==> src/rtl/clock_time_counter.sv <==
// Time-of-day register: BCD minutes/hours advanced by up60_i/up24_i, day_tick_o on midnight.
// Define TWELVE_HOUR_EN to build the 12h (AM/PM) variant; default is 24h with pm_o tied low.
module clock_time_counter #(
   parameter int RESET_HOUR = 0,
   parameter int RESET_MIN  = 0
) (
   input  logic       ck_i,
   input  logic       reset_i,
   input  logic       up60_i,
   input  logic       up24_i,
   output logic [2:0] min_tens_o,
   output logic [3:0] min_units_o,
   output logic [1:0] hour_tens_o,
   output logic [3:0] hour_units_o,
   output logic       pm_o,
   output logic       day_tick_o
);

   localparam int RH = (RESET_HOUR >= 0 && RESET_HOUR <= 23) ? RESET_HOUR : 0;
   localparam int RM = (RESET_MIN  >= 0 && RESET_MIN  <= 59) ? RESET_MIN  : 0;
`ifdef TWELVE_HOUR_EN
   localparam int   RH_DISP = (RH == 0) ? 12 : ((RH > 12) ? RH - 12 : RH);
   localparam logic RST_PM  = (RH >= 12);
`else
   localparam int   RH_DISP = RH;
`endif
   localparam logic [2:0] RST_MT = 3'(RM / 10);
   localparam logic [3:0] RST_MU = 4'(RM % 10);
   localparam logic [1:0] RST_HT = 2'(RH_DISP / 10);
   localparam logic [3:0] RST_HU = 4'(RH_DISP % 10);

   logic [2:0] min_tens_q, min_tens_d;
   logic [3:0] min_units_q, min_units_d;
   logic [1:0] hour_tens_q, hour_tens_d;
   logic [3:0] hour_units_q, hour_units_d;
   logic       day_tick_q, day_tick_d;
   logic       min_carry;
   logic       hour_inc;
`ifdef TWELVE_HOUR_EN
   logic       pm_q, pm_d;
`endif

   assign min_carry = up60_i && (min_tens_q == 3'd5) && (min_units_q == 4'd9);
   assign hour_inc  = min_carry | up24_i;

   always_comb begin
      min_tens_d   = min_tens_q;
      min_units_d  = min_units_q;
      hour_tens_d  = hour_tens_q;
      hour_units_d = hour_units_q;
      day_tick_d   = 1'b0;
`ifdef TWELVE_HOUR_EN
      pm_d         = pm_q;
`endif
      // Out-of-range digits snap to 0 without carrying.
      if (up60_i) begin
         if (min_units_q >= 4'd9) begin
            min_units_d = 4'd0;
            if (min_units_q == 4'd9)
               min_tens_d = (min_tens_q >= 3'd5) ? 3'd0 : min_tens_q + 3'd1;
         end else begin
            min_units_d = min_units_q + 4'd1;
         end
      end

      if (hour_inc) begin
`ifdef TWELVE_HOUR_EN
         if (hour_tens_q == 2'd1 && hour_units_q == 4'd2) begin
            hour_tens_d  = 2'd0;
            hour_units_d = 4'd1;
         end else if (hour_tens_q == 2'd1 && hour_units_q == 4'd1) begin
            // 11 -> 12 flips the half-day; leaving PM means midnight.
            hour_units_d = 4'd2;
            pm_d         = ~pm_q;
            day_tick_d   = pm_q;
         end else if (hour_units_q >= 4'd9) begin
            hour_units_d = 4'd0;
            if (hour_units_q == 4'd9)
               hour_tens_d = (hour_tens_q == 2'd0) ? 2'd1 : 2'd0;
         end else begin
            hour_units_d = hour_units_q + 4'd1;
         end
`else
         if (hour_tens_q == 2'd2 && hour_units_q == 4'd3) begin
            hour_tens_d  = 2'd0;
            hour_units_d = 4'd0;
            day_tick_d   = 1'b1;
         end else if (hour_units_q >= 4'd9) begin
            hour_units_d = 4'd0;
            if (hour_units_q == 4'd9)
               hour_tens_d = (hour_tens_q >= 2'd2) ? 2'd0 : hour_tens_q + 2'd1;
         end else begin
            hour_units_d = hour_units_q + 4'd1;
         end
`endif
      end
   end

   always_ff @(posedge ck_i or posedge reset_i) begin
      if (reset_i) begin
         min_tens_q   <= RST_MT;
         min_units_q  <= RST_MU;
         hour_tens_q  <= RST_HT;
         hour_units_q <= RST_HU;
         day_tick_q   <= 1'b0;
      end else begin
         min_tens_q   <= min_tens_d;
         min_units_q  <= min_units_d;
         hour_tens_q  <= hour_tens_d;
         hour_units_q <= hour_units_d;
         day_tick_q   <= day_tick_d;
      end
   end

`ifdef TWELVE_HOUR_EN
   always_ff @(posedge ck_i or posedge reset_i) begin
      if (reset_i) pm_q <= RST_PM;
      else         pm_q <= pm_d;
   end
   assign pm_o = pm_q;
`else
   assign pm_o = 1'b0;
`endif

   assign min_tens_o   = min_tens_q;
   assign min_units_o  = min_units_q;
   assign hour_tens_o  = hour_tens_q;
   assign hour_units_o = hour_units_q;
   assign day_tick_o   = day_tick_q;

endmodule

==> config.mk <==
export PLATFORM = sky130hd
export DESIGN_NAME = clock_time_counter
export DESIGN_NICKNAME = d
export VERILOG_FILES = /design/src/rtl/clock_time_counter.sv
export SDC_FILE = /design/constraint.sdc
export NUM_CORES = 1
export LEC_CHECK = 0
export ABC_AREA = 1
export BUFFER_PORTS_ARGS = -buffer_cell sky130_fd_sc_hd__buf_2
export CORE_MARGIN = 4
export CORE_UTILIZATION = 55
export DETAILED_ROUTE_END_ITERATION = 6
export GPL_TIMING_DRIVEN = 0
export HOLD_SLACK_MARGIN = 0.1
export PLACE_DENSITY = 0.8
export SLEW_MARGIN = 40
export SYNTH_ARGS = -nofsm -noshare
export SYNTH_HDL_FRONTEND = slang
export SYNTH_SLANG_ARGS = --single-unit
==> constraint.sdc <==
create_clock -name ck_i -period 2.25 [get_ports ck_i]
set_input_delay 0.1125 -clock ck_i [delete_from_list [all_inputs] [get_ports ck_i]]
set_output_delay 0.1125 -clock ck_i [all_outputs]
set_load 0.02 [all_outputs]
==> results.md <==
* Slew Viols, Final at 0
* Seq/Total Area, Yosys at 0.388
* Die Y at 48.5 µm
* Area grow syn2layout at 16.8%
* Hold WC Path Type: input port to flop
* Sequential share of power at 0.382
* Final wirelength at 1.70 mm
* Half-perimeter wire length after placement at 1.31 mm
* Row count at 14
* GRT Util Overall at 0.158
* Layout cells sized above 1 at 0.209
* Ant diodes at 0
* Final Skew at 0.607 ps
* Worst setup EP type: flop
* CTS max path bufs at 2
* Total power at 1300 µW
* Initial drt markers at 19
* Final design utilization at 0.692
* Critical path class: flop to flop
* GP Congestion at 0.777
* Worst-path clk slew at 80 ps
* Number of vias per cell at 5.05
* Drt drc at 0
* Drt first pass iters at 4
* Pint at 678 µW
* CTS tree: done
* Hold_ws at 145 ps
* Worst path required time at 2460 ps
* Vias at 782
* Worst Slack Setup Final at 826 ps
* Power Dens Cells at 1230 nW/µm²
* Distinct cells, synth at 20
* Worst-Skew Late Latency at 280 ps
* Commonest cells after routing, fill and taps aside: nand2_1, inv_1, buf_2
* Initial core utilization at 0.593
* Synthesis-stage register bit count at 14
* Ports at 19
* RSZ-0062 raised after global routing: no
* ANT nets after route at 0
* Post-Syn Area at 903 µm²
* Vias in the first global route at 717
* Maximum VDD drop at 0.800 mV
* R2R depth at 8
* Initial antenna violation count at 0
* Synth warn at 0
* Reg-to-reg endpoint: min_tens_o[0]
* Final setup vio count at 0
* Clock Power Share at 0.137
* Endpoints failing hold at 0
* Core ar. at 1520 µm²
* # Max-Cap Violations at 0
* Cell count after synthesis at 117
* Htree depth at 1
* Fin crit period at 1420 ps
* Fmax at 702 MHz
* Status: complete, no violations
* Die W at 48.5 µm
* RR Startpoint: min_units_o[1]
* Largest net degree at the start of global routing at 15
* Worst setup SP type: flop
* Final Cycle Share at 0.633
* WL/cell at 11.0 µm
* Syn Area/Cell at 7.72 µm²
* Most common cell after layout, fill and taps aside: nand2_1
* Clock buffer count from CTS at 3
* Critical path arrival at 1630 ps
* Post-Syn Nets at 129
* LEAKAGE at 0.000636 µW
* Post-place setup slack at 829 ps
* Sw Ratio at 0.478
* HP Start: up60_i
* Worst slew margin at 0.665
* Hold worst-path end: min_units_o[0]
* Post_cts resized at 0
* Critical Path Start: min_units_o[1]
* Worst-path fanout max at 4
* Slew at the pin closest to its max-slew limit at 503 ps
* Grt ovf at 0
* Port Buffers at 17
* Number of nets in the layout at 152
* First-pass GRT wire length at 3.03 mm
* Comb pwr share at 0.482
* Root buf cell: clkbuf_4
* R2R Setup Slk at 830 ps
* Sw Pwr at 620 µW
* Setup TNS at 0 ps
* Sink Count at 14
* Worst Hold Depth at 2
* Die area at 2350 µm²
## registers in the layout, indices dropped and copies added (netlist names)
register,cells
min_tens_o,3
min_units_o,4
hour_tens_o,2
hour_units_o,4
day_tick_o,1
## cells in the mapped netlist
library cell | n | area share
nor2_4 | 1 | 0.012
inv_1 | 19 | 0.079
dfrtp_1 | 14 | 0.39
nand3_2 | 1 | 0.011
ha_1 | 8 | 0.11
nor2_2 | 1 | 0.0069
xor2_1 | 1 | 0.0097
nand3_1 | 13 | 0.072
inv_2 | 1 | 0.0042
o21ai_0 | 3 | 0.017
xnor2_1 | 1 | 0.0097
nand2_1 | 32 | 0.13
nand4_1 | 2 | 0.014
conb_1 | 1 | 0.0042
nand2_8 | 1 | 0.022
nand2_4 | 2 | 0.025
buf_4 | 1 | 0.0083
o21ai_1 | 2 | 0.011
a21oi_1 | 6 | 0.033
nor2_1 | 7 | 0.029
## worst max-delay path, cell delays in order (launching register included)
cell and delay [ps]:
dfrtp_1 420, inv_1 120, ha_1 180, nand2_1 70, nor2_2 140, nand2_1 130
inv_1 90, nand2_1 70, o21ai_1 130
## power by group through the flow
stage	Sequential [µW]	Clock, µW	Combinational [µW]
after floorplan	587	0	344
after global placement	489	0	609
after detailed placement	500	0	629
after CTS	494	180	634
after global routing	520	193	728
final	496	177	625
## kinds of logic (layout without fill, tap and decap cells)
group	after synthesis	after routing	synth area share
other cells	1	1	0.00415
fa+ha+maj	8	8	0.111
simple gates	60	60	0.325
xor+xnor	2	2	0.0194
compound gates	11	11	0.0609
flops	14	14	0.388
buf+inv	21	43	0.0914
## per-stage QoR
stage | instance area [µm²] | instances
after floorplan | 903 | 117
after global placement | 1010 | 150
after detailed placement | 1010 | 150
after CTS | 1050 | 155
after global routing | 1050 | 155
final | 1050 | 155
## area by class of cell
| type | count | area [µm²] |
|---|---|---|
| multi-input combinational | 82 | 470 |
| fill | 120 | 469 |
| sequential | 14 | 350 |
| timing repair buffer | 18 | 95.1 |
| inverter | 20 | 75.1 |
| clock buffer | 4 | 36.3 |
| tap | 16 | 20.0 |
| buffer | 1 | 7.51 |
## per-layer routing
layer	vias up	global-route usage	part of all wire
li1	408	-	-
met1	357	0.205	0.44
met2	17	0.248	0.51
met3	0	0.0613	0.058
met4	0	0.0359	0
met5	-	0	0
## repair_timing
| action | 4_1_cts | 5_1_grt |
|---|---|---|
| hold buffers | 1 | 0 |
| setup endpoints to repair | 0 | 0 |
| buffers inserted | 0 | 0 |
| hold endpoints to repair | 14 | 0 |
## worst max-delay path by stage
stage / cells past startpoint / slack (ps) / end
2_1_floorplan: 8 / 880 / hour_tens_o[1]
3_3_place_gp: 8 / 910 / min_tens_o[0]
3_5_place_dp: 8 / 830 / min_tens_o[0]
4_1_cts: 8 / 810 / min_tens_o[0]
5_1_grt: 8 / 640 / min_tens_o[1]
6_report: 8 / 830 / min_tens_o[0]
(Power assumes the default switching activity.)
